`config.mk`:
```
export PLATFORM = sky130hd
export DESIGN_NAME = msdap_ctrl
export DESIGN_NICKNAME = d
export VERILOG_FILES = /design/src/rtl/msdap_ctrl.sv
export SDC_FILE = /design/constraint.sdc
export NUM_CORES = 1
export LEC_CHECK = 0
export ABC_AREA = 1
export CORE_ASPECT_RATIO = 1.2
export CORE_MARGIN = 8
export CORE_UTILIZATION = 51
export CTS_BUF_LIST = sky130_fd_sc_hd__clkbuf_4 sky130_fd_sc_hd__clkbuf_8
export CTS_CLUSTER_SIZE = 20
export DETAILED_ROUTE_END_ITERATION = 7
export PLACE_DENSITY = 0.9
export SYNTH_ARGS = -nofsm -noshare
export SYNTH_HDL_FRONTEND = slang
export SYNTH_SLANG_ARGS = --single-unit
```
`constraint.sdc`:
```
create_clock -name sclk -period 2.9 [get_ports sclk]
set_clock_uncertainty 0.15 [all_clocks]
set_input_delay 0.58 -clock sclk [delete_from_list [all_inputs] [get_ports sclk]]
set_output_delay 0.58 -clock sclk [all_outputs]
set_load 0.01 [all_outputs]
```
`src/rtl/msdap_ctrl.sv`:
```
// MSDAP main sequencing controller: memory init, Rj/coeff load, sample processing, clear and sleep.
// Optional sleep mode (zero counter + SLEEPING state) is enabled by defining MSDAP_SLEEP_EN.
//
// state | meaning
// ------+--------------------------------------------------
//   0   | INIT       data-memory clear sweep after reset/start
//   1   | WAIT_RJ    waiting for first Rj word
//   2   | READ_RJ    loading remaining Rj words
//   3   | WAIT_COEFF waiting for first coefficient word
//   4   | READ_COEFF loading remaining coefficient words
//   5   | WAIT_DATA  waiting for first sample (written at address 0)
//   6   | WORKING    circular sample writes + compute trigger
//   7   | CLEARING   data-memory clear sweep, then WAIT_DATA
//   8   | SLEEPING   zero samples discarded until a nonzero one arrives
module msdap_ctrl #(
    parameter int RJ_COUNT    = 16,
    parameter int COEFF_COUNT = 512,
    parameter int DATA_DEPTH  = 256,
    parameter int SLEEP_COUNT = 800,
    parameter int ADDR_W      = 9
) (
    input  logic              sclk,
    input  logic              reset,
    input  logic              start,
    input  logic              clear_req,
    input  logic              word_valid,
    input  logic [15:0]       word_L,
    input  logic [15:0]       word_R,
    input  logic              compute_busy,
    output logic              in_ready,
    output logic              mem_we,
    output logic [1:0]        mem_sel,
    output logic [ADDR_W-1:0] mem_addr,
    output logic              mem_clr,
    output logic              compute_start,
    output logic [ADDR_W-1:0] data_ptr,
    output logic              sleep,
    output logic              overrun,
    output logic [3:0]        state
);

    localparam logic [3:0] S_INIT       = 4'd0;
    localparam logic [3:0] S_WAIT_RJ    = 4'd1;
    localparam logic [3:0] S_READ_RJ    = 4'd2;
    localparam logic [3:0] S_WAIT_COEFF = 4'd3;
    localparam logic [3:0] S_READ_COEFF = 4'd4;
    localparam logic [3:0] S_WAIT_DATA  = 4'd5;
    localparam logic [3:0] S_WORKING    = 4'd6;
    localparam logic [3:0] S_CLEARING   = 4'd7;
    localparam logic [3:0] S_SLEEPING   = 4'd8;

    localparam logic [1:0] SEL_RJ    = 2'd0;
    localparam logic [1:0] SEL_COEFF = 2'd1;
    localparam logic [1:0] SEL_DATA  = 2'd2;

    localparam logic [ADDR_W-1:0] DEPTH_LAST = ADDR_W'(DATA_DEPTH - 1);
    localparam logic [ADDR_W-1:0] RJ_LAST    = ADDR_W'(RJ_COUNT - 1);
    localparam logic [ADDR_W-1:0] COEFF_LAST = ADDR_W'(COEFF_COUNT - 1);

    logic [3:0]        state_n;
    logic [ADDR_W-1:0] sweep_cnt, sweep_cnt_n;
    logic              sweep_last, sweep_last_n;
    logic [ADDR_W-1:0] ld_cnt, ld_cnt_n;
    logic [ADDR_W-1:0] ptr_n, ptr_inc;
    logic              we_n, clr_n, cs_n, ovr_n, cs_pipe;
    logic [1:0]        sel_n;
    logic [ADDR_W-1:0] addr_n;
    logic              accept, word_zero, discard;

    assign accept    = word_valid && in_ready;
    assign word_zero = (word_L == 16'd0) && (word_R == 16'd0);
    assign ptr_inc   = (data_ptr + ADDR_W'(1)) & DEPTH_LAST;
    // SLEEPING is never entered without the sleep feature, so this term is inert there.
    assign discard   = (state == S_SLEEPING) && word_zero;

`ifdef MSDAP_SLEEP_EN
    localparam int ZC_W = $clog2(SLEEP_COUNT + 1);
    localparam logic [ZC_W-1:0] ZC_MAX = ZC_W'(SLEEP_COUNT);
    logic [ZC_W-1:0] zero_cnt, zero_cnt_n;
`endif

    always_comb begin
        state_n      = state;
        sweep_cnt_n  = sweep_cnt;
        sweep_last_n = sweep_last;
        ld_cnt_n     = ld_cnt;
        ptr_n        = data_ptr;
        we_n         = 1'b0;
        clr_n        = 1'b0;
        sel_n        = SEL_RJ;
        addr_n       = '0;
        cs_n         = 1'b0;
        ovr_n        = overrun;
`ifdef MSDAP_SLEEP_EN
        zero_cnt_n   = zero_cnt;
`endif
        if (start) begin
            state_n      = S_INIT;
            sweep_cnt_n  = '0;
            sweep_last_n = 1'b0;
            ld_cnt_n     = '0;
            ptr_n        = '0;
            ovr_n        = 1'b0;
`ifdef MSDAP_SLEEP_EN
            zero_cnt_n   = '0;
`endif
        end else begin
            case (state)
                S_INIT, S_CLEARING: begin
                    if (sweep_last) begin
                        state_n      = (state == S_INIT) ? S_WAIT_RJ : S_WAIT_DATA;
                        sweep_cnt_n  = '0;
                        sweep_last_n = 1'b0;
                    end else begin
                        we_n         = 1'b1;
                        clr_n        = 1'b1;
                        sel_n        = SEL_DATA;
                        addr_n       = sweep_cnt;
                        sweep_cnt_n  = sweep_cnt + ADDR_W'(1);
                        sweep_last_n = (sweep_cnt == DEPTH_LAST);
                    end
                end
                S_WAIT_RJ, S_READ_RJ: begin
                    if (accept) begin
                        we_n   = 1'b1;
                        sel_n  = SEL_RJ;
                        addr_n = ld_cnt;
                        if (ld_cnt == RJ_LAST) begin
                            state_n  = S_WAIT_COEFF;
                            ld_cnt_n = '0;
                        end else begin
                            state_n  = S_READ_RJ;
                            ld_cnt_n = ld_cnt + ADDR_W'(1);
                        end
                    end
                end
                S_WAIT_COEFF, S_READ_COEFF: begin
                    if (accept) begin
                        we_n   = 1'b1;
                        sel_n  = SEL_COEFF;
                        addr_n = ld_cnt;
                        if (ld_cnt == COEFF_LAST) begin
                            state_n  = S_WAIT_DATA;
                            ld_cnt_n = '0;
                        end else begin
                            state_n  = S_READ_COEFF;
                            ld_cnt_n = ld_cnt + ADDR_W'(1);
                        end
                    end
                end
                S_WAIT_DATA, S_WORKING, S_SLEEPING: begin
                    if (clear_req) begin
                        state_n = S_CLEARING;
                        ptr_n   = '0;
`ifdef MSDAP_SLEEP_EN
                        zero_cnt_n = '0;
`endif
                    end else if (accept && !discard) begin
                        ptr_n   = (state == S_WAIT_DATA) ? '0 : ptr_inc;
                        we_n    = 1'b1;
                        sel_n   = SEL_DATA;
                        addr_n  = ptr_n;
                        cs_n    = 1'b1;
                        state_n = S_WORKING;
                        if ((state != S_WAIT_DATA) && compute_busy)
                            ovr_n = 1'b1;
`ifdef MSDAP_SLEEP_EN
                        if (!word_zero)
                            zero_cnt_n = '0;
                        else if (zero_cnt != ZC_MAX)
                            zero_cnt_n = zero_cnt + ZC_W'(1);
                        if (word_zero && (zero_cnt_n == ZC_MAX))
                            state_n = S_SLEEPING;
`endif
                    end
                end
                default: state_n = S_INIT;
            endcase
        end
    end

    always_ff @(posedge sclk or negedge reset) begin
        if (!reset) begin
            state         <= S_INIT;
            in_ready      <= 1'b0;
            mem_we        <= 1'b0;
            mem_sel       <= SEL_RJ;
            mem_addr      <= '0;
            mem_clr       <= 1'b0;
            cs_pipe       <= 1'b0;
            compute_start <= 1'b0;
            data_ptr      <= '0;
            overrun       <= 1'b0;
            sweep_cnt     <= '0;
            sweep_last    <= 1'b0;
            ld_cnt        <= '0;
        end else begin
            state         <= state_n;
            in_ready      <= (state_n != S_INIT) && (state_n != S_CLEARING);
            mem_we        <= we_n;
            mem_sel       <= sel_n;
            mem_addr      <= addr_n;
            mem_clr       <= clr_n;
            cs_pipe       <= cs_n;
            compute_start <= cs_pipe && !start;
            data_ptr      <= ptr_n;
            overrun       <= ovr_n;
            sweep_cnt     <= sweep_cnt_n;
            sweep_last    <= sweep_last_n;
            ld_cnt        <= ld_cnt_n;
        end
    end

`ifdef MSDAP_SLEEP_EN
    always_ff @(posedge sclk or negedge reset) begin
        if (!reset) begin
            zero_cnt <= '0;
            sleep    <= 1'b0;
        end else begin
            zero_cnt <= zero_cnt_n;
            sleep    <= (state_n == S_SLEEPING);
        end
    end
`else
    assign sleep = 1'b0;
`endif

endmodule

```
# --- After elaboration in Yosys (flattened, before gate mapping) ---
# Cells that the tools add are included.
# Widths: inputs -> output; s select.
op_classes:
  n_eq_ne: 16
  add_sub_neg: 3
  div: 0
  bitwise_logic: 0
  n_reduce_logical: 27
  magnitude_cmp: 0
  n_mux: 54
  mul: 0
  shift: 0
ops:
  columns: ["op", "n"]
  rows:
  - ["$mux 9", 15]
  - ["$logic_not 16->1", 2]
  - ["$pmux 9 s3", 1]
  - ["$mux 4", 6]
  - ["$mux 8", 3]
  - ["$mux 1", 20]
  - ["$add 9x1->9 const B", 2]
  - ["$pmux 9 s2", 1]
  - ["$eq 4x3->1 const B", 4]
  - ["$pmux 4 s4", 1]
  - ["$eq 9x4->1 const B", 1]
  - ["$eq 9x8->1 const B", 1]
  - ["$eq 9x9->1 const B", 1]
  - ["$add 8x1->8 const B", 1]
  - ["$eq 4x2->1 const B", 2]
  - ["$mux 2", 4]
  - ["$ne 4x3->1 const B", 2]
  - ["$reduce_bool 2->1", 4]
  - ["$logic_and 1x1->1", 7]
  - ["$ne 3x3->1 const B", 2]
  - ["$pmux 2 s3", 1]
  - ["$reduce_bool 3->1", 2]
  - ["$reduce_or 2->1", 3]
  - ["$eq 4x1->1 const B", 1]
  - ["12 further kinds", 13]
word_totals:
  n_memories: 0
  output_inout_bits: 30
  latchBits: 0
  mem_bits_ro: 0
  register_bits: 49
  ram_bits: 0
  inputBits: 38

# --- Logic depth before layout (Yosys ltp) ---
depth:
  word_depth: 11
  mapped_depth: 14

# --- Worst setup path after synthesis ---
# OpenSTA, ideal clock, no wires.
synth_path:
  path_kind: "register to register"
  startpoint: "register ld_cnt[0]"
  endpoint: "register ld_cnt[4]"
  synth_period_minus_slack_ns: 2.023
  path_slack_ns: 0.877
  stages_incl_launch_ff: 14
  arrival_time_ns: 1.747
  setup_ns: 0.126
  cell_sequence: "dfrtp_1 ha_1 nand2_1 nor2_1 inv_1 nor2_1 nand2_1 nor3_1 ha_1 nand2_1 nand2_2 nor2_4 o21ai_0 a21oi_2"
synth_via:
  elab_chain_cells: 5
  word_cells_on_any_way: 9
  cone_classes: "add/sub (1); eq/ne (2); mux (6)"
synth_rtl:
  columns: ["element", "line_no", "rtl"]
  rows:
  - ["from (decl)", "63", "logic [ADDR_W-1:0] ld_cnt, ld_cnt_n;"]
  - ["from (signal assigned)", "210", "ld_cnt <= ld_cnt_n;"]
  - ["$add 9x1->9 (tied with other cells)", "133, 147", null]
  - ["$mux 9, on equally long branches", "142, 128", null]
  - ["$mux 9, on equally long branches", "138, 124", null]
  - ["$pmux 9 s2 (*)", "108", "case (state)"]
  - ["$mux 9 (*)", "97", "if (start) begin"]
# Every way passes the cells marked *; elsewhere a longest branch is shown, timed or not. The select of a mux whose other input is x is not followed.
# A chain may end at the register's enable or synchronous reset.

# --- Final worst setup path ---
layout_path:
  startpoint: "register ld_cnt[0]"
  endpoint: "register in_ready"
layout_via:
  elab_chain_cells: 7
  word_cells_on_any_way: 11
  cone_classes: "eq/ne (3); mux (6); reduce/logical (2)"
layout_rtl:
  columns: ["element", "line_no", "rtl"]
  rows:
  - ["$eq 9x9->1 / $eq 9x4->1 (equally long branches)", "142, 128", null]
  - ["$mux 1, on equally long branches", "142, 128", null]
  - ["$mux 4, on equally long branches", "138, 124", null]
  - ["$pmux 4 s4 (*)", "108", null]
  - ["$mux 4 (*)", "97", null]
  - ["$ne 4x3->1 / $reduce_bool 4->1 (equally long branches)", "199", "in_ready <= (state_n != S_INIT) && (state_n != S_CLEARING);"]
  - ["$logic_and 1x1->1 (*)", "199", null]
  - ["to (signal assigned)", "199", null]
  - ["to (decl)", "30", "output logic in_ready,"]
# Every way passes the cells marked *; elsewhere a longest branch is shown, timed or not.

==> metrics.cfg <==
[grt]
grt_pass1_wl_um = 11700
antenna_found_initial = 0
track_usage = 0.181
grt_max_degree = 30
gr-total-overflow = 0
grt_pass1_vias = 2555

[power]
power_frac_comb = 0.098
clockPowerShare = 0.354
swShare = 0.247
p_leak_uw = 0.00163
p_int_uw = 938
p_per_area_nw_per_um2 = 353
p_seq_frac = 0.548
netSwitchingPower_uw = 308
irDropWorstVdd_mv = 0.311
power_uw = 1250

[die]
coreArea_um2 = 5230
die_h_um = 96.3
dieWidth_um = 82.9
die_area_um2 = 7980
start_util = 0.524
rows = 29
ios = 68

[sta]
max_freq_mhz = 415
fin_crit_sh = 0.831
slew-limit-headroom = 0.564
worst_slew_pin_slew_ps = 654
drv_slew = 0
setup_violations = 0
min_period_ps = 2410
setup_tns_ps = 0
finalHoldViolCount = 0
rsz0062_at_grt = false

[final_layout]
fin_area_um2 = 3530
multi_input_area_um2 = 1330
areaGrowthSynthToFinish_pct = 28.9
fillers = 432
drive_above_1_share = 0.107
num_antenna_cells = 0
final_common_cell = nand2_1
final_nets = 455
final_cell_mix = 83 x nand2_1, 64 x clkdlybuf4s50_1, 48 x nor2_1, 48 x dfrtp_1, 31 x inv_1
seq_area_um2 = 1200

[place]
placed_area_um2 = 3430
hpwl_um = 5660
port_buffers = 65
routabilityCongestion = 0.923

[drt]
wl_per_cell_um = 15.0
drt-vias-per-instance = 5.40
dr_total_vias = 2564
drc = 0
drt_wl_total_um = 7140
drt-initial-drc-count = 133
dr.pass1.iters = 5
antenna_left = 0

[synth]
synth_area_um2 = 2740
ys_seq_area_frac = 0.439
yosysTopAreaCellShare = 0.439
syn_inst = 342
yosys_warnings = 0
synth-seq-cells = 48
synth_top_area_cell = dfrtp_1
avgSynthCellArea_um2 = 8.01
synthTopCellsByArea = dfrtp_1 44%, nand2_1 11%, nor2_1 6.6%
synth_cell_types = 40

[cts]
postCtsSetupBuffers = 0
cts_max_path_buffers = 2
cts_made_buffers = 5
htreeDepth = 2
cts_resized = 0
cts_sinks = 48
hold_buffers = 0
insertion_delay_ps = 320
cts_tree = yes
clk_pin_slew_worst_paths_ps = 90
clockRootBuffer = clkbuf_8

[status]
status = finished, final reports clean

[critical_path]
critical_path_arrival_ps = 2520
end_kind = flop
critPathKind = reg2reg
startpoint = ld_cnt[0]$_DFFE_PN0P_
required_ps = 3010
crit_fanout = 5
critPathLaunchType = flop
r2r-start = ld_cnt[0]$_DFFE_PN0P_

[flow_run]
maxCapViolations = 0

[min_path]
hp-class = in2async

==> synthesized netlist by cell type (all sizes together) <==
| master | count |
|---|---|
| nor2 | 53 |
| ha | 5 |
| a21oi | 13 |
| o21bai | 2 |
| clkbuf | 1 |
| o22ai | 7 |
| a22oi | 1 |
| xor2 | 5 |
| dfrtp | 48 |
| a22o | 5 |
| a31oi | 11 |
| nand3b | 1 |
| inv | 39 |
| nand4 | 6 |
| nor3 | 4 |
| and2 | 1 |
| xnor2 | 1 |
| o211ai | 1 |
| nand3 | 22 |
| o21ai | 16 |
| nand2 | 92 |
| conb | 1 |
| clkinv | 2 |
| buf | 5 |
==> critical path: stages, from the launching register on <==
cell and delay, ps:
dfrtp_1 410, ha_1 220, nand2_1 80, nor2_1 190
inv_1 110, nor2_1 150, nand2_1 110, nor3_1 180
ha_1 220, o211ai_1 100, nand4_1 130, nand2_1 100
nand2_1 80, nand2_1 50, nand3_1 70
==> power groups by stage <==
| stage | clock network [µW] | registers, µW | logic (µW) |
|---|---|---|---|
| floorplan | 0 | 697 | 41.9 |
| detailed placement | 0 | 696 | 124 |
| global placement | 0 | 696 | 120 |
| global route | 469 | 684 | 133 |
| finish | 442 | 683 | 122 |
| CTS | 443 | 683 | 124 |
==> flip-flops by register name, indices dropped and copies added, names as in the netlist <==
| name | count |
|---|---|
| ld_cnt | 9 |
| compute_start | 1 |
| mem_clr | 1 |
| state | 4 |
| overrun | 1 |
| cs_pipe | 1 |
| sweep_last | 1 |
| sweep_cnt | 9 |
| in_ready | 1 |
| mem_sel | 2 |
| mem_we | 1 |
| data_ptr | 8 |
| mem_addr | 9 |
==> final cells by class <==
type	instances	area share
well taps	62	0.0220
inverters	41	0.0443
flip-flops and latches	48	0.340
clock buffers	6	0.0234
clock inverters	2	0.00390
repair buffers	68	0.189
multi-input cells	248	0.377
==> per-stage QoR <==
stage / worst slack (ps) / instances / hold WS (ps) / util
after floorplan: 877 / 343 / 134 / -
after global placement: 604 / 467 / 295 / 0.657
after detailed placement: 520 / 467 / 331 / 0.657
after CTS: 501 / 475 / 156 / 0.676
after global routing: 237 / 475 / 175 / 0.676
final: 490 / 475 / 125 / 0.676
==> path summary, 6_finish.rpt <==
path	endpoint	slack [ps]	depth (start not counted)
max in group asynchronous	data_ptr[6]$_DFFE_PN0P_	1850	2
setup / recovery	in_ready$_DFF_PN0_	490	14
min in group sclk	compute_start$_DFF_PN0_	350	2
hold reg to reg	compute_start$_DFF_PN0_	350	2
hold / removal	mem_clr$_DFF_PN0_	130	1
setup reg to reg	in_ready$_DFF_PN0_	490	14
==> cell families (layout without fill, tap and decap cells) <==
group / Yosys count / after routing / synth area share
AO/OA/AOI/OAI: 56 / 56 / 0.142
adder cells (fa/ha/maj): 5 / 5 / 0.0228
other: 1 / 2 / 0.00137
flip-flops: 48 / 48 / 0.439
buffers and inverters: 47 / 117 / 0.0772
AND/OR/NAND/NOR: 179 / 179 / 0.299
XOR/XNOR: 6 / 6 / 0.0192
==> per-layer routing <==
metal,track usage,wire [µm],share of wire,up-vias
met1,0.191,2730,0.38,1196
met2,0.338,3780,0.53,103
met4,0.0821,157,0.022,0
met3,0.0423,477,0.067,12
met5,0,0,0,-
li1,-,-,-,1253
Power figures use the tool's default switching activity.
